==> src/rtl/add_job_sequencer.sv <==
// Job sequencer for the add engine: splits a host job into engine-sized
// chunks, kicks the engine and read master per chunk, and waits for both
// read and write completion before advancing the addresses.
module add_job_sequencer #(
   parameter int unsigned CHUNK_WORDS    = 1023,
   parameter int unsigned BYTES_PER_WORD = 64
) (
   input  logic        aclk,
   input  logic        areset_n,
   input  logic        ap_start,
   output logic        ap_idle,
   output logic        ap_done,
   input  logic [31:0] total_words,
   input  logic        mode_in,
   input  logic [63:0] src_addr,
   input  logic [63:0] dst_addr,
   output logic        op_start,
   output logic        mode,
   output logic [9:0]  words_num,
   output logic [63:0] eng_write_addr,
   output logic        rmst_req,
   output logic [63:0] rmst_xfer_addr,
   output logic [63:0] rmst_xfer_size,
   input  logic        rmst_done,
   input  logic        wmst_done,
   output logic [21:0] chunk_idx
);

   localparam int unsigned CNT_W   = 32;
   localparam int unsigned ADDR_W  = 64;
   localparam int unsigned WORDS_W = 10;
   localparam int unsigned IDX_W   = 22;

   typedef enum logic [2:0] {
      S_IDLE,
      S_START,
      S_REQ,
      S_WAIT,
      S_NEXT,
      S_DONE
   } state_e;

   state_e              state_q, state_d;
   logic [CNT_W-1:0]    remaining_q, remaining_d;
   logic [ADDR_W-1:0]   rd_ptr_q, rd_ptr_d;
   logic [ADDR_W-1:0]   wr_ptr_q, wr_ptr_d;
   logic [IDX_W-1:0]    chunk_idx_q, chunk_idx_d;
   logic                mode_q, mode_d;
   logic [WORDS_W-1:0]  words_num_q, words_num_d;
   logic [ADDR_W-1:0]   eng_write_addr_q, eng_write_addr_d;
   logic [ADDR_W-1:0]   rmst_xfer_addr_q, rmst_xfer_addr_d;
   logic [ADDR_W-1:0]   rmst_xfer_size_q, rmst_xfer_size_d;
   logic                flag_r_q, flag_r_d;
   logic                flag_w_q, flag_w_d;
   logic                ap_idle_q, ap_idle_d;
   logic                ap_done_q, ap_done_d;
   logic                op_start_q, op_start_d;
   logic                rmst_req_q, rmst_req_d;

   logic [WORDS_W-1:0]  chunk_words;
   logic [ADDR_W-1:0]   step_bytes;

   // Next-state, datapath and output decode; pulse outputs follow the next state
   always_comb begin
      state_d          = state_q;
      remaining_d      = remaining_q;
      rd_ptr_d         = rd_ptr_q;
      wr_ptr_d         = wr_ptr_q;
      chunk_idx_d      = chunk_idx_q;
      mode_d           = mode_q;
      words_num_d      = words_num_q;
      eng_write_addr_d = eng_write_addr_q;
      rmst_xfer_addr_d = rmst_xfer_addr_q;
      rmst_xfer_size_d = rmst_xfer_size_q;
      flag_r_d         = flag_r_q;
      flag_w_d         = flag_w_q;
      step_bytes       = ADDR_W'(words_num_q) * ADDR_W'(BYTES_PER_WORD);
      chunk_words      = '0;

      case (state_q)
         S_IDLE: begin
            if (ap_start) begin
               remaining_d = total_words;
               mode_d      = mode_in;
               rd_ptr_d    = src_addr;
               wr_ptr_d    = dst_addr;
               chunk_idx_d = '0;
               state_d     = (total_words == '0) ? S_DONE : S_START;
            end
         end
         S_START: begin
            flag_r_d = 1'b0;
            flag_w_d = 1'b0;
            state_d  = S_REQ;
         end
         S_REQ: begin
            state_d = S_WAIT;
         end
         S_WAIT: begin
            if (rmst_done) flag_r_d = 1'b1;
            if (wmst_done) flag_w_d = 1'b1;
            if ((flag_r_q | rmst_done) && (flag_w_q | wmst_done)) state_d = S_NEXT;
         end
         S_NEXT: begin
            remaining_d = remaining_q - CNT_W'(words_num_q);
            rd_ptr_d    = rd_ptr_q + step_bytes;
            wr_ptr_d    = wr_ptr_q + step_bytes;
            chunk_idx_d = chunk_idx_q + IDX_W'(1);
            state_d     = (remaining_d == '0) ? S_DONE : S_START;
         end
         S_DONE: begin
            state_d = S_IDLE;
         end
         default: begin
            state_d = S_IDLE;
         end
      endcase

      // Chunk parameters are loaded on entry to START so they are valid with op_start
      if (state_d == S_START) begin
         chunk_words      = (remaining_d > CNT_W'(CHUNK_WORDS)) ? WORDS_W'(CHUNK_WORDS)
                                                                : remaining_d[WORDS_W-1:0];
         words_num_d      = chunk_words;
         eng_write_addr_d = wr_ptr_d;
         rmst_xfer_addr_d = rd_ptr_d;
         rmst_xfer_size_d = ADDR_W'(chunk_words) * ADDR_W'(BYTES_PER_WORD);
      end

      ap_idle_d  = (state_d == S_IDLE);
      ap_done_d  = (state_d == S_DONE);
      op_start_d = (state_d == S_START);
      rmst_req_d = (state_d == S_REQ);
   end

   // State and output registers
   always_ff @(posedge aclk or negedge areset_n) begin
      if (!areset_n) begin
         state_q          <= S_IDLE;
         remaining_q      <= '0;
         rd_ptr_q         <= '0;
         wr_ptr_q         <= '0;
         chunk_idx_q      <= '0;
         mode_q           <= 1'b0;
         words_num_q      <= '0;
         eng_write_addr_q <= '0;
         rmst_xfer_addr_q <= '0;
         rmst_xfer_size_q <= '0;
         flag_r_q         <= 1'b0;
         flag_w_q         <= 1'b0;
         ap_idle_q        <= 1'b1;
         ap_done_q        <= 1'b0;
         op_start_q       <= 1'b0;
         rmst_req_q       <= 1'b0;
      end else begin
         state_q          <= state_d;
         remaining_q      <= remaining_d;
         rd_ptr_q         <= rd_ptr_d;
         wr_ptr_q         <= wr_ptr_d;
         chunk_idx_q      <= chunk_idx_d;
         mode_q           <= mode_d;
         words_num_q      <= words_num_d;
         eng_write_addr_q <= eng_write_addr_d;
         rmst_xfer_addr_q <= rmst_xfer_addr_d;
         rmst_xfer_size_q <= rmst_xfer_size_d;
         flag_r_q         <= flag_r_d;
         flag_w_q         <= flag_w_d;
         ap_idle_q        <= ap_idle_d;
         ap_done_q        <= ap_done_d;
         op_start_q       <= op_start_d;
         rmst_req_q       <= rmst_req_d;
      end
   end

   assign ap_idle        = ap_idle_q;
   assign ap_done        = ap_done_q;
   assign op_start       = op_start_q;
   assign rmst_req       = rmst_req_q;
   assign mode           = mode_q;
   assign words_num      = words_num_q;
   assign eng_write_addr = eng_write_addr_q;
   assign rmst_xfer_addr = rmst_xfer_addr_q;
   assign rmst_xfer_size = rmst_xfer_size_q;
   assign chunk_idx      = chunk_idx_q;

endmodule
==> config.mk <==
export PLATFORM = sky130hd
export DESIGN_NAME = add_job_sequencer
export DESIGN_NICKNAME = d
export VERILOG_FILES = /design/src/rtl/add_job_sequencer.sv
export SDC_FILE = /design/constraint.sdc
export NUM_CORES = 1
export LEC_CHECK = 0
export ABC_AREA = 1
export CAP_MARGIN = 40
export CORE_MARGIN = 2
export CORE_UTILIZATION = 30
export DETAILED_ROUTE_END_ITERATION = 8
export PLACE_DENSITY_LB_ADDON = 0.25
export REMOVE_ABC_BUFFERS = 1
export SLEW_MARGIN = 20
export SYNTH_ARGS = -nofsm -noshare
export SYNTH_HDL_FRONTEND = slang
export SYNTH_SLANG_ARGS = --single-unit
==> constraint.sdc <==
create_clock -name aclk -period 3.2 [get_ports aclk]
set_input_delay 0.64 -clock aclk [delete_from_list [all_inputs] [get_ports aclk]]
set_output_delay 0.64 -clock aclk [all_outputs]
set_load 0.01 [all_outputs]
# Word level (Yosys, flattened, before mapping)
# Cells that the tools add are included.
[word_totals]
regBits = 330
output_inout_bits = 229
[op_classes]
n_eq_ne = 10
order_cmp = 1
n_reduce_logical = 11
muxes = 18
bitwise_logic = 2
addsub = 4
[ops]
columns = ["op", "n"]
rows = [
  ["one-hot mux 64 bit (2 select lines)", 2],
  ["adder 64 x 16 -> 64 bit", 2],
  ["2-to-1 mux 64 bit", 2],
  ["zero test 32 bit", 2],
  ["one-hot mux 32 bit (2 select lines)", 1],
  ["one-hot mux 22 bit (2 select lines)", 1],
  ["greater-than comparator 32 x 10 -> 1 bit, second input constant", 1],
  ["2-to-1 mux 32 bit", 1],
  ["subtractor 32 x 10 -> 32 bit", 1],
  ["adder 22 x 1 -> 22 bit, second input constant", 1],
  ["2-to-1 mux 22 bit", 1],
  ["one-hot mux 3 bit (5 select lines)", 1],
  ["2-to-1 mux 3 bit", 4],
  ["2-to-1 mux 10 bit", 1],
  ["equality test 3 x 2 -> 1 bit, second input constant", 3],
  ["AND reduction 2 bit", 4],
  ["equality test 3 x 1 -> 1 bit, second input constant", 2],
  ["equality test 3 bit, second input constant", 2],
  ["zero test 3 bit", 2],
  ["inequality test 2 bit, second input constant", 3],
  ["one-hot mux 1 bit (2 select lines)", 2],
  ["nonzero test 2 bit", 2],
  ["2-to-1 mux 1 bit", 2],
  ["bitwise OR 1 bit", 2],
  ["logical AND 1 bit", 1],
]

# Depth between registers and ports, before layout
# Gate-level depths: netlist of the first run.
[depth]
depth_word = 5
depth_mapped = 24
ltp_nobuf = 21

# Least setup slack after synthesis of the first run
# OpenSTA, ideal clock, no wires.
[synth_timing]
path_kind = "reg-to-reg"
startpoint = "register, netlist name rmst_xfer_size[7]"
endpoint = "register eng_write_addr_q[24], in the netlist eng_write_addr[24]"
required_ps = 3083
path_buffers = 3
arrival_time_ps = 2717
path_stages_with_launch = 22
setup_slack_ps = 366
period_less_slack_ps = 2834
cell_sequence = "dfrtp_1 -> inv_1 -> fa_1 -> nand2_1 -> nand2_1 -> nand3_1 -> nand2_1 -> nand2_1 -> buf_4 -> nand3_1 -> nand2_1 -> nand2_1 -> nor3_1 -> nand3_1 -> nor2_1 -> nand2_2 -> nand2_2 -> nor2_4 -> buf_6 -> buf_6 -> nand2_1 -> nand2_1"
[synth_rtl]
columns = ["element", "line_no", "text"]
rows = [
  ["to (signal assigned)", "162", "eng_write_addr_q <= eng_write_addr_d;"],
  ["to (decl)", "50", "logic [ADDR_W-1:0] eng_write_addr_q, eng_write_addr_d;"],
]

# Worst setup path after layout of the first run
[layout_timing]
startpoint = "register remaining_q[0]"
endpoint = "register eng_write_addr_q[40], in the netlist eng_write_addr[40]"
[layout_between]
elab_chain_cells = 5
[layout_lines]
columns = ["element", "line_no", "text"]
rows = [
  ["from (decl)", "44", "logic [CNT_W-1:0] remaining_q, remaining_d;"],
  ["from (signal assigned)", "156", "remaining_q <= remaining_d;"],
  ["subtractor 32 x 10 -> 32 bit", "105", "remaining_d = remaining_q - CNT_W'(words_num_q);"],
  ["zero test 32 bit", "109", "state_d = (remaining_d == '0) ? S_DONE : S_START;"],
  ["2-to-1 mux 3 bit", "109", ""],
  ["one-hot mux 3 bit (5 select lines)", "80", "case (state_q)"],
  ["via state_d[2]", "43", "state_e state_q, state_d;"],
  ["equality test 3 x 1 -> 1 bit", "120", "if (state_d == S_START) begin"],
]
# The timed path passes the listed nets, and every way through them passes these cells.
# A chain may end at the register's enable or synchronous reset.

==> results of run 1 <==
[final cells by class]
cell class / instances / area share, %
clock buffer: 55 / 4.087
clock inverter: 23 / 1.320
antenna: 1 / 0.008742
timing repair buffer: 482 / 16.85
inverter: 314 / 4.117
sequential: 330 / 28.85
multi-input combinational: 2476 / 40.61
tap: 950 / 4.152
[per-stage QoR]
| stage | power, mW | std cells | TNS (ns) |
|---|---|---|---|
| after floorplan | 15.19 | 3120 | -1014.11 |
| after global placement | 21.80 | 4539 | -2.306 |
| after detailed placement | 21.80 | 4540 | -2.073 |
| after CTS | 27.53 | 4620 | 0 |
| after global routing | 30.47 | 4631 | -3.401 |
| final | 28.29 | 4631 | 0 |
[cell usage after synthesis (11+ instances only)]
cell type and n:
sky130_fd_sc_hd__a21oi_1 160, sky130_fd_sc_hd__buf_6 13, sky130_fd_sc_hd__inv_1 305, sky130_fd_sc_hd__buf_2 20, sky130_fd_sc_hd__nand3_1 258, sky130_fd_sc_hd__dfrtp_1 329
sky130_fd_sc_hd__o21ai_0 140, sky130_fd_sc_hd__nand3b_1 11, sky130_fd_sc_hd__nand2_1 1308, sky130_fd_sc_hd__clkbuf_1 68, sky130_fd_sc_hd__nor2_1 199, sky130_fd_sc_hd__ha_1 31
sky130_fd_sc_hd__buf_1 13, sky130_fd_sc_hd__o211ai_1 47, sky130_fd_sc_hd__o31ai_1 16, sky130_fd_sc_hd__nor4_1 20, sky130_fd_sc_hd__nand4_1 52, sky130_fd_sc_hd__or2_2 20
sky130_fd_sc_hd__buf_4 69, sky130_fd_sc_hd__nor3_1 65
[what timing repair did]
item | CTS | global route
endpoints found under the hold margin | 0 | 0
pin swaps | 4 | 12
gates resized for setup | 11 | 77
endpoints found under the setup margin | 119 | 139
buffers inserted | 1 | 2
gates cloned | 1 | 7
[flip-flops by register name, indices dropped and copies added (netlist names)]
register,cells
chunk_idx,22
ap_done,1
eng_write_addr,64
rmst_req,1
op_start,1
state_q,3
ap_idle,1
flag_w_q,1
rd_ptr_q,64
remaining_q,32
flag_r_q,1
mode,1
wr_ptr_q,64
rmst_xfer_addr,64
rmst_xfer_size,10
[kinds of logic after synthesis]
family	after synthesis	synth area share, %
AND/OR/NAND/NOR	1958	37.57
buffers and inverters	497	10.42
AO/OA/AOI/OAI	419	11.16
flip-flops	330	38.30
adder cells (fa/ha/maj)	34	2.077
XOR/XNOR	11	0.4468
other	1	0.01739
[cell usage in the layout (no fill, tap or decap), types with 8 or more instances in the layout]
master | Yosys | final
sky130_fd_sc_hd__xor2_1 | 9 | 9
sky130_fd_sc_hd__clkbuf_16 | 0 | 48
sky130_fd_sc_hd__nor4_1 | 20 | 19
sky130_fd_sc_hd__a21oi_1 | 160 | 157
sky130_fd_sc_hd__nand2_1 | 1308 | 1277
sky130_fd_sc_hd__conb_1 | 1 | 54
sky130_fd_sc_hd__nor2_1 | 199 | 190
sky130_fd_sc_hd__nand3b_1 | 11 | 11
sky130_fd_sc_hd__nand3_1 | 258 | 249
sky130_fd_sc_hd__o21ai_0 | 140 | 138
sky130_fd_sc_hd__o31ai_1 | 16 | 15
sky130_fd_sc_hd__bufinv_16 | 0 | 8
sky130_fd_sc_hd__o311ai_0 | 9 | 9
sky130_fd_sc_hd__inv_2 | 8 | 13
sky130_fd_sc_hd__dfrtp_1 | 329 | 329
sky130_fd_sc_hd__ha_1 | 31 | 23
sky130_fd_sc_hd__a31oi_1 | 8 | 8
sky130_fd_sc_hd__buf_12 | 0 | 14
sky130_fd_sc_hd__buf_4 | 69 | 117
sky130_fd_sc_hd__or2_2 | 20 | 20
sky130_fd_sc_hd__nor3_1 | 65 | 63
sky130_fd_sc_hd__inv_1 | 305 | 301
sky130_fd_sc_hd__ha_4 | 0 | 8
sky130_fd_sc_hd__o211ai_1 | 47 | 47
sky130_fd_sc_hd__nor2_2 | 7 | 11
sky130_fd_sc_hd__nand4_1 | 52 | 52
sky130_fd_sc_hd__clkdlybuf4s50_1 | 0 | 338
sky130_fd_sc_hd__nand2_2 | 4 | 30
[layer usage]
layer,routed length [um],global-route usage [%],vias to the layer above
met3,4871,3.650,116
met1,39490,30.61,10620
met5,27,0,-
met2,40420,37.08,657
met4,2260,6.391,4
li1,-,-,11220
[report_power, final]
group	switching [mW]	total, mW	leakage [nW]	internal, mW
sequential	1.59	7.56	4.19	5.97
clock	2.14	5.41	0.748	3.27
combinational	9.38	15.3	8.36	5.94
total	13.1	28.3	13.3	15.2
[path summary, 6_finish.rpt]
path | from | to | slack, ns | depth (start not counted)
setup reg to reg | remaining_q[0]$_DFF_PN0_ | eng_write_addr[40]$_DFFE_PN0P_ | 0.1 | 23
setup / recovery | remaining_q[0]$_DFF_PN0_ | eng_write_addr[40]$_DFFE_PN0P_ | 0.1 | 23
hold reg to reg | rd_ptr_q[0]$_DFF_PN0_ | rd_ptr_q[0]$_DFF_PN0_ | 0.48 | 2
max in group asynchronous | areset_n | eng_write_addr[54]$_DFFE_PN0P_ | 2.36 | 2
min in group aclk | rd_ptr_q[0]$_DFF_PN0_ | rd_ptr_q[0]$_DFF_PN0_ | 0.48 | 2
hold / removal | areset_n | wr_ptr_q[0]$_DFF_PN0_ | 0.02 | 1
[worst reg2reg max path: stages (launching register included)]
cell	delay [ns]
sky130_fd_sc_hd__dfrtp_1	0.37
sky130_fd_sc_hd__inv_2	0.08
sky130_fd_sc_hd__ha_4	0.12
sky130_fd_sc_hd__inv_2	0.04
sky130_fd_sc_hd__fa_2	0.41
sky130_fd_sc_hd__nand3_2	0.09
sky130_fd_sc_hd__nand3_2	0.09
sky130_fd_sc_hd__nand2_2	0.09
sky130_fd_sc_hd__nand2_2	0.08
sky130_fd_sc_hd__nand2_2	0.11
sky130_fd_sc_hd__nand3_4	0.10
sky130_fd_sc_hd__nor2_1	0.11
sky130_fd_sc_hd__nand2_1	0.06
sky130_fd_sc_hd__nand2_1	0.08
sky130_fd_sc_hd__nor2_1	0.05
sky130_fd_sc_hd__nand2_1	0.07
sky130_fd_sc_hd__nor2_2	0.05
sky130_fd_sc_hd__nand2_2	0.15
sky130_fd_sc_hd__nand2_4	0.08
sky130_fd_sc_hd__nor2_4	0.22
sky130_fd_sc_hd__buf_12	0.18
sky130_fd_sc_hd__clkbuf_16	0.24
sky130_fd_sc_hd__nand2_1	0.08
sky130_fd_sc_hd__nand2_1	0.06
==> results.sh, run 1 <==
export IMPL_yosys_warnings=0
export IMPL_synth_seq_area_share_pct=38.30
export IMPL_critical_path_most_common_cell="sky130_fd_sc_hd__nand2_1"
export IMPL_n_fill_cell=7512
export IMPL_hold_violations=0
export IMPL_grt_antenna_before_repair=4
export IMPL_cp_num_buf_inv=4
export IMPL_globalRouteOverflowTotal=0
export IMPL_layout_area_overhead_vs_synth_pct=32.75
export IMPL_critical_path_max_stage_delay_ns=0.41
export IMPL_hpwl_mm=62.89
export IMPL_numCtsBuffers=42
export IMPL_grt_start_max_net_pins=150
export IMPL_timing_max_slew_rel_slack_pct=51.10
export IMPL_fmax_mhz=322.5
export IMPL_post_synth_main_area_contributors="sky130_fd_sc_hd__dfrtp_1 38%, sky130_fd_sc_hd__nand2_1 23%, sky130_fd_sc_hd__nand3_1 6.0%"
export IMPL_synth_cell_type_count=51
export IMPL_grt_usage_pct=22.56
export IMPL_setup_violations=0
export IMPL_rsz0062_at_grt="true"
export IMPL_final_core_utilization_pct=40.11
export IMPL_setup_skew_after_layout_ns=0.01705
export IMPL_crit_path_top_delay_cell="sky130_fd_sc_hd__fa_2"
export IMPL_tightest_slew_ns=0.7243
export IMPL_hold_buffer_count_at_cts=0
export IMPL_yosys_most_used_dff="sky130_fd_sc_hd__dfrtp_1"
export IMPL_place_worst_setup_slack_ns=-0.05645
export IMPL_vias_per_cell=4.882
export IMPL_ios=395
export IMPL_crit_path_end_kind="register"
export IMPL_asyncSetResetFlopFracSynth_pct=100.0
export IMPL_fin_crit_sh_pct=96.90
export IMPL_finalHoldWorstSlack_ns=0.02073
export IMPL_synth_enable_flop_cells=0
export IMPL_sink_count=330
export IMPL_sequential_cell_area_sq_mm=0.008259
export IMPL_cap_violations=0
export IMPL_drt_pass1_iter_count=5
export IMPL_synthesis_instances=3250
export IMPL_cp_top_family="simple AND/OR/NAND/NOR gates"
export IMPL_drc=0
export IMPL_finalWorstSetupSlack_ns=0.09916
export IMPL_drtAntennaViolNets=0
export IMPL_vdd_ir_drop_max_mv=0.4044
export IMPL_ctsHtreeMaxLevel=2
export IMPL_multiInputGateArea_sq_mm=0.01163
export IMPL_dieArea_sq_mm=0.07404
export IMPL_min_period_ns=3.101
export IMPL_worst_setup_path_type="reg -> reg"
export IMPL_design_final_nets=3846
export IMPL_synth_seq_cells=330
export IMPL_cp_data_required_time_ns=3.72
export IMPL_grt_pass1_vias=21950
export IMPL_power_leakage_nw=13.29
export IMPL_start_util_pct=30.22
export IMPL_postRouteWirelength_mm=87.07
export IMPL_clock_latency_at_the_later_pin_of_the_worst_skew_pair_ns=0.59
export IMPL_finalWeightedCongestion=0.9358
export IMPL_type_of_the_most_critical_hold_path="in -> async"
export IMPL_avgRoutedWirePerCell_um=18.80
export IMPL_result_of_the_run="finished clean"
export IMPL_cts_clk_slew_worst_paths_ns=0.06
export IMPL_dpl_instance_area_sq_mm=0.02647
export IMPL_cts_tree="built"
export IMPL_design_core_area_sq_mm=0.07136
export IMPL_cp_cell_sequence="inv_2, ha_4, inv_2, fa_2, nand3_2, nand3_2, nand2_2, nand2_2, nand2_2, nand3_4, nor2_1, nand2_1, nand2_1, nor2_1, nand2_1, nor2_2, nand2_2, nand2_4, nor2_4, buf_12, clkbuf_16, nand2_1, nand2_1"
export IMPL_die_w_um=272.1
export IMPL_syn_mean_instance_area_sq_um=6.635
export IMPL_cp_arrival_ns=3.62
export IMPL_cts_path_max_buffers=3
export IMPL_design_area_sq_mm=0.02863
export IMPL_netlist_top_cell_by_area="sky130_fd_sc_hd__dfrtp_1"
export IMPL_first_iter_violations=1957
export IMPL_crit_path_max_fanout=25
export IMPL_netlist_area_sq_mm=0.02156
export IMPL_synthDominantCellAreaShare_pct=38.18
export IMPL_row_count=98
export IMPL_layout_drive_gt1_share_pct=9.049
export IMPL_worstSetupStartpointType="register"
export IMPL_grt_pass1_wl_mm=130.9
export IMPL_route_vias_total=22610
export IMPL_chipHeight_um=272.1
export IMPL_port_buffer_count=340
export IMPL_power_per_cell_area_mw_per_mm2=988.1
export IMPL_clock_root_buffer="sky130_fd_sc_hd__clkbuf_16"
export IMPL_finalMaxSlewViolations=0
No activity file was read; power rests on OpenSTA's default activity.
==> inputs of run 2 (changes only) <==
- GPL_ROUTABILITY_DRIVEN: not set -> 0
==> run 2 against run 1 <==
Core utilization rose by 0.31 points. Highest routed layer unchanged. Critical path type unchanged. Count of clock-buffer cells in the layout fell by 1. Sequential power rose by 0.5%. Clock power rose by 0.9%. Global-route usage fell by 0.86 points.
==> results.sh, run 2 (synthesis results as in run 1) <==
export IMPL_cts_clk_slew_worst_paths_ns=0.06
export IMPL_switching_component_of_the_power_mw=13.14
export IMPL_vdd_ir_drop_max_mv=0.4849
export IMPL_grt_pass1_vias=21300
export IMPL_cp_arrival_ns=3.62
export IMPL_drc=0
export IMPL_share_clk_of_total_power_pct=19.1
export IMPL_grt_pass1_wl_mm=126.0
export IMPL_start_util_pct=30.22
export IMPL_first_iter_violations=1920
export IMPL_final_core_utilization_pct=40.42
export IMPL_route_vias_total=22830
export IMPL_chipHeight_um=272.1
export IMPL_reg2reg_setup_slack_ns=0.05
export IMPL_layer_with_the_highest_usage_after_global_routing="met2"
export IMPL_ctsHtreeMaxLevel=2
export IMPL_grt_met1_usage_pct=29.66
export IMPL_fin_tns_setup_ns=0
export IMPL_place_worst_setup_slack_ns=-0.05747
export IMPL_numCtsBuffers=41
export IMPL_sequentialPowerShare_pct=26.6
export IMPL_hpwl_mm=61.20
export IMPL_finalMaxSlewViolations=0
export IMPL_worst_setup_path_type="reg -> reg"
export IMPL_die_w_um=272.1
export IMPL_timing_max_slew_rel_slack_pct=48.53
export IMPL_setup_violations=0
export IMPL_multiInputGateArea_sq_mm=0.01184
export IMPL_tightest_slew_ns=0.7623
export IMPL_finalWorstSetupSlack_ns=0.04814
export IMPL_drtAntennaViolNets=0
export IMPL_ios=395
export IMPL_clock_latency_at_the_later_pin_of_the_worst_skew_pair_ns=0.58
export IMPL_p_comb_share_pct=54.3
export IMPL_type_of_the_most_critical_hold_path="in -> async"
export IMPL_layout_drive_gt1_share_pct=9.981
export IMPL_hold_buffer_count_at_cts=0
export IMPL_grt_met2_usage_pct=35.88
export IMPL_avgRoutedWirePerCell_um=18.73
export IMPL_fin_crit_sh_pct=98.50
export IMPL_sequential_cell_area_sq_mm=0.008259
export IMPL_grt_usage_pct=21.71
export IMPL_grt_start_max_net_pins=149
export IMPL_globalRouteOverflowTotal=0
export IMPL_worstSetupStartpointType="register"
export IMPL_cp_data_required_time_ns=3.66
export IMPL_row_count=98
export IMPL_min_period_ns=3.152
export IMPL_globalRouteMet3Util_pct=2.865
export IMPL_postRouteWirelength_mm=86.35
export IMPL_crit_reg2reg_capture="rmst_xfer_addr[14]$_DFFE_PN0P_"
export IMPL_timing_reg2reg_worst_path_depth=24
export IMPL_port_buffer_count=340
export IMPL_cts_path_max_buffers=3
export IMPL_n_fill_cell=7497
export IMPL_cts_tree="built"
export IMPL_regToRegStartpoint="remaining_q[0]$_DFF_PN0_"
export IMPL_sink_count=330
export IMPL_hold_violations=0
export IMPL_fmax_mhz=317.3
export IMPL_design_final_nets=3826
export IMPL_design_core_area_sq_mm=0.07136
export IMPL_design_area_sq_mm=0.02885
export IMPL_grt_antenna_before_repair=5
export IMPL_dpl_instance_area_sq_mm=0.02620
export IMPL_internal_power_mw=15.43
export IMPL_power_per_cell_area_mw_per_mm2=990.5
export IMPL_mostFrequentLayoutCells="1,219 x sky130_fd_sc_hd__nand2_1, 338 x sky130_fd_sc_hd__clkdlybuf4s50_1, 329 x sky130_fd_sc_hd__dfrtp_1"
export IMPL_dieArea_sq_mm=0.07404
export IMPL_vias_per_cell=4.954
export IMPL_crit_path_end_kind="register"
export IMPL_result_of_the_run="finished clean"
export IMPL_crit_path_max_fanout=7
export IMPL_rsz0062_at_grt="true"
export IMPL_drt_pass1_iter_count=6
export IMPL_cap_violations=0
export IMPL_power_leakage_nw=13.41
export IMPL_layout_area_overhead_vs_synth_pct=33.78
export IMPL_setup_skew_after_layout_ns=0.01673
export IMPL_totalPowerFinal_mw=28.57
export IMPL_netSwitchingFraction_pct=45.98
export IMPL_clock_root_buffer="sky130_fd_sc_hd__clkbuf_16"
export IMPL_final_common_cell="sky130_fd_sc_hd__nand2_1"
## run 2: timing repair
item                                    4_1_cts  5_1_grt
gates cloned                                  0       21
gates resized for setup                       0      170
endpoints found under the hold margin         0        0
endpoints found under the setup margin      132      140
setup buffers                                 1        5
pin swaps                                     1       29
## run 2: stage by stage
step / hold WS (ns) / cells
floorplan: 0.3444 / 3120
finish: 0.009602 / 4609
global placement: 0.4619 / 4505
CTS: 0.01245 / 4581
global route: 0.03280 / 4609
detailed placement: 0.4625 / 4506
## run 2: how the worst max path moves through the flow
stage                             start                             end  slack, ns
5_1_grt        remaining_q[0]$_DFF_PN0_  eng_write_addr[17]$_DFFE_PN0P_      -0.06
6_report       remaining_q[0]$_DFF_PN0_  rmst_xfer_addr[14]$_DFFE_PN0P_       0.05
3_5_place_dp   remaining_q[0]$_DFF_PN0_  rmst_xfer_addr[36]$_DFFE_PN0P_      -0.06
3_3_place_gp   remaining_q[0]$_DFF_PN0_  rmst_xfer_size[11]$_DFFE_PN0P_      0.001
4_1_cts        remaining_q[0]$_DFF_PN0_  rmst_xfer_addr[50]$_DFFE_PN0P_       0.05
2_1_floorplan      state_q[1]$_DFF_PN0_   eng_write_addr[0]$_DFFE_PN0P_      -5.09
## run 2: cell type report
| class | instances | share of cell area [%] |
|---|---|---|
| clock buffers | 54 | 4.047 |
| well taps | 950 | 4.121 |
| inverters | 314 | 4.086 |
| flip-flops and latches | 330 | 28.63 |
| repair buffers | 463 | 16.71 |
| clock inverters | 20 | 1.358 |
| multi-input cells | 2476 | 41.03 |
| diodes | 2 | 0.01735 |
## run 2: power groups by stage
stage / registers, mW / clock network (mW) / logic, mW
3_5_place_dp: 7.56 / 0 / 13.9
5_1_grt: 7.82 / 5.72 / 17.1
4_1_cts: 7.53 / 5.58 / 14.0
2_1_floorplan: 7.61 / 0 / 7.58
6_report: 7.60 / 5.46 / 15.5
3_3_place_gp: 7.58 / 0 / 13.8
## run 2: critical path, stage by stage, from the launching register on
cell,delay [ns]
sky130_fd_sc_hd__dfrtp_1,0.37
sky130_fd_sc_hd__inv_2,0.08
sky130_fd_sc_hd__ha_4,0.12
sky130_fd_sc_hd__inv_2,0.04
sky130_fd_sc_hd__fa_2,0.41
sky130_fd_sc_hd__nand2_1,0.09
sky130_fd_sc_hd__nand2_1,0.06
sky130_fd_sc_hd__nand3_2,0.07
sky130_fd_sc_hd__nand2_2,0.09
sky130_fd_sc_hd__nand2_4,0.10
sky130_fd_sc_hd__buf_12,0.12
sky130_fd_sc_hd__nand3_2,0.06
sky130_fd_sc_hd__nand2_2,0.08
sky130_fd_sc_hd__nand2_2,0.06
sky130_fd_sc_hd__buf_6,0.12
sky130_fd_sc_hd__nor3_2,0.14
sky130_fd_sc_hd__nand3_1,0.09
sky130_fd_sc_hd__nor2_1,0.13
sky130_fd_sc_hd__nand2_2,0.11
sky130_fd_sc_hd__nand2_2,0.11
sky130_fd_sc_hd__nor2_4,0.07
sky130_fd_sc_hd__clkbuf_16,0.21
sky130_fd_sc_hd__clkbuf_16,0.19
sky130_fd_sc_hd__nand2_2,0.07
sky130_fd_sc_hd__nand2_1,0.04
## run 2: layer usage
metal  vias to the layer above  share of wire (%)
met5                         -              0.015
met4                         2                2.4
met3                       133                6.0
met2                       732                 47
met1                     10810                 45
li1                      11160                  -
==> inputs of run 3 (changes only) <==
- PLACE_DENSITY_LB_ADDON: 0.25 -> 0.15
- SKIP_CTS_REPAIR_TIMING: not set -> 1
==> run 3 against run 2 <==
Wire length rose by 1.2%. Non-clock buffer count fell by 18. Total power fell by 3.1%. Sequential cell count unchanged. Register-to-register slack better by 0.06 ns. Sequential share of layout area rose by 0.59 points. Count of clock-buffer cells in the layout grew 4. Maximum frequency rose by 1.9%. Clock skew grew 0.012 ns. Critical endpoint is now rmst_xfer_size[6]$_DFFE_PN0P_.
==> results.sh, run 3 (synthesis results as in run 1) <==
export IMPL_rsz0062_at_grt="true"
export IMPL_dieArea_sq_mm=0.07404
export IMPL_share_clk_of_total_power_pct=18.5
export IMPL_hpwl_mm=61.33
export IMPL_highest_signal_layer="met4"
export IMPL_wl_met1_mm=39.89
export IMPL_cp_data_required_time_ns=3.67
export IMPL_worstSetupStartpointType="register"
export IMPL_crit_path_max_fanout=7
export IMPL_sink_count=330
export IMPL_n_fill_cell=7597
export IMPL_dr_wl_met2_mm=41.06
export IMPL_netSwitchingFraction_pct=46.58
export IMPL_globalRouteOverflowTotal=0
export IMPL_row_count=98
export IMPL_fmax_mhz=323.3
export IMPL_power_per_cell_area_mw_per_mm2=979.7
export IMPL_design_final_nets=3809
export IMPL_internal_power_mw=14.80
export IMPL_wl_met3_mm=5.030
export IMPL_grt_start_max_net_pins=106
export IMPL_totalPowerFinal_mw=27.70
export IMPL_cp_arrival_ns=3.56
export IMPL_chipHeight_um=272.1
export IMPL_hold_path_endpoint="rmst_xfer_addr[43]$_DFFE_PN0P_"
export IMPL_cts_tree="built"
export IMPL_design_core_area_sq_mm=0.07136
export IMPL_power_leakage_nw=13.09
export IMPL_layout_drive_gt1_share_pct=7.418
export IMPL_cts_path_max_buffers=3
export IMPL_ctsHtreeMaxLevel=2
export IMPL_first_iter_violations=1908
export IMPL_cts_clk_slew_worst_paths_ns=0.06
export IMPL_timing_hold_worst_path_depth=2
export IMPL_numCtsBuffers=41
export IMPL_setup_violations=0
export IMPL_setup_skew_after_layout_ns=0.02892
export IMPL_postRouteWirelength_mm=87.40
export IMPL_tightest_slew_ns=0.9761
export IMPL_drc=0
export IMPL_layout_area_overhead_vs_synth_pct=31.11
export IMPL_crit_path_end_kind="register"
export IMPL_fin_crit_sh_pct=96.67
export IMPL_regToRegStartpoint="rmst_xfer_size[8]$_DFFE_PN0P_"
export IMPL_drt_pass1_iter_count=9
export IMPL_p_comb_share_pct=54.0
export IMPL_timing_reg2reg_worst_path_depth=22
export IMPL_clock_root_buffer="sky130_fd_sc_hd__clkbuf_16"
export IMPL_sequentialPowerShare_pct=27.4
export IMPL_result_of_the_run="finished clean"
export IMPL_clock_latency_at_the_later_pin_of_the_worst_skew_pair_ns=0.58
export IMPL_type_of_the_most_critical_hold_path="reg -> reg"
export IMPL_finalMaxSlewViolations=0
export IMPL_switching_component_of_the_power_mw=12.90
export IMPL_place_worst_setup_slack_ns=-0.05442
export IMPL_design_area_sq_mm=0.02827
export IMPL_port_buffer_count=340
export IMPL_timing_max_slew_rel_slack_pct=34.10
export IMPL_hold_violations=0
export IMPL_grt_usage_pct=22.21
export IMPL_grt_pass1_vias=21450
export IMPL_final_common_cell="sky130_fd_sc_hd__nand2_1"
export IMPL_holdCritStartpoint="rmst_xfer_addr[43]$_DFFE_PN0P_"
export IMPL_drtAntennaViolNets=0
export IMPL_grt_pass1_wl_mm=129.2
export IMPL_avgRoutedWirePerCell_um=19.04
export IMPL_die_w_um=272.1
export IMPL_dp_cells=4488
export IMPL_dpl_instance_area_sq_mm=0.02613
export IMPL_final_cells=4591
export IMPL_finalWorstSetupSlack_ns=0.1067
export IMPL_min_period_ns=3.093
export IMPL_vdd_ir_drop_max_mv=0.3773
export IMPL_mostFrequentLayoutCells="1,294 x sky130_fd_sc_hd__nand2_1, 338 x sky130_fd_sc_hd__clkdlybuf4s50_1, 328 x sky130_fd_sc_hd__dfrtp_1"
export IMPL_cap_violations=0
export IMPL_reg2reg_setup_slack_ns=0.11
export IMPL_ios=395
export IMPL_route_vias_total=22570
export IMPL_final_core_utilization_pct=39.62
export IMPL_vias_per_cell=4.915
export IMPL_crit_reg2reg_capture="rmst_xfer_size[6]$_DFFE_PN0P_"
export IMPL_start_util_pct=30.22
export IMPL_grt_antenna_before_repair=3
export IMPL_worst_setup_path_type="reg -> reg"
[run 3: worst max-delay path by stage]
stage	start	end	slack, ns	depth (start not counted)
3_3_place_gp	remaining_q[0]$_DFF_PN0_	eng_write_addr[25]$_DFFE_PN0P_	-0.05	22
5_1_grt	remaining_q[0]$_DFF_PN0_	rmst_xfer_size[10]$_DFFE_PN0P_	-0.08	23
6_report	rmst_xfer_size[8]$_DFFE_PN0P_	rmst_xfer_size[6]$_DFFE_PN0P_	0.11	22
2_1_floorplan	state_q[1]$_DFF_PN0_	eng_write_addr[0]$_DFFE_PN0P_	-5.09	15
3_5_place_dp	remaining_q[0]$_DFF_PN0_	eng_write_addr[62]$_DFFE_PN0P_	-0.05	22
4_1_cts	remaining_q[0]$_DFF_PN0_	eng_write_addr[38]$_DFFE_PN0P_	-0.10	22
[run 3: per-layer routing]
metal,track usage [%],vias up
met2,36.39,678
met4,4.338,0
met5,0,-
met1,31.12,10680
met3,3.359,82
li1,-,11130
[run 3: area by class of cell]
cell class                 count  area [sq um]  area share, %
tap                          950          1189          4.204
timing repair buffer         445          4666          16.50
sequential                   330          8260          29.22
multi-input combinational   2477         11530          40.78
clock inverter                16         246.5         0.8718
inverter                     314          1179          4.169
clock buffer                  58          1200          4.244
antenna                        1         2.502       0.008851
[run 3: power groups by stage]
| stage | Sequential [mW] | Combinational (mW) | Clock (mW) |
|---|---|---|---|
| finish | 7.60 | 15.0 | 5.13 |
| global route | 7.85 | 16.6 | 5.41 |
| CTS | 7.56 | 13.9 | 5.25 |
| detailed placement | 7.58 | 13.8 | 0 |
| global placement | 7.64 | 13.8 | 0 |
| floorplan | 7.61 | 7.58 | 0 |
[run 3: per-stage QoR]
| step | TNS [ns] | hold slack, ns |
|---|---|---|
| 4_1_cts | -6.181 | -0.02536 |
| 5_1_grt | -5.087 | 0.4897 |
| 3_3_place_gp | -1.843 | 0.4640 |
| 3_5_place_dp | -2.206 | 0.4633 |
| 6_report | 0 | 0.4760 |
| 2_1_floorplan | -1014.11 | 0.3444 |
[run 3: worst max-delay path: stages (launching register included)]
cell and delay [ns]:
sky130_fd_sc_hd__dfrtp_1 0.37, sky130_fd_sc_hd__inv_1 0.10, sky130_fd_sc_hd__ha_4 0.24, sky130_fd_sc_hd__nand2_1 0.06, sky130_fd_sc_hd__nand2_1 0.09, sky130_fd_sc_hd__inv_1 0.10, sky130_fd_sc_hd__nand2_2 0.09, sky130_fd_sc_hd__nand2_1 0.10
sky130_fd_sc_hd__nand2_1 0.10, sky130_fd_sc_hd__nand2_1 0.12, sky130_fd_sc_hd__nand2_1 0.08, sky130_fd_sc_hd__nor2_1 0.12, sky130_fd_sc_hd__xor2_1 0.26, sky130_fd_sc_hd__nand2_1 0.11, sky130_fd_sc_hd__nor2_2 0.16, sky130_fd_sc_hd__nand2_2 0.12
sky130_fd_sc_hd__nand2_2 0.11, sky130_fd_sc_hd__nor2_4 0.06, sky130_fd_sc_hd__buf_12 0.14, sky130_fd_sc_hd__buf_12 0.15, sky130_fd_sc_hd__clkbuf_16 0.18, sky130_fd_sc_hd__nand2_1 0.08, sky130_fd_sc_hd__nand2_1 0.04
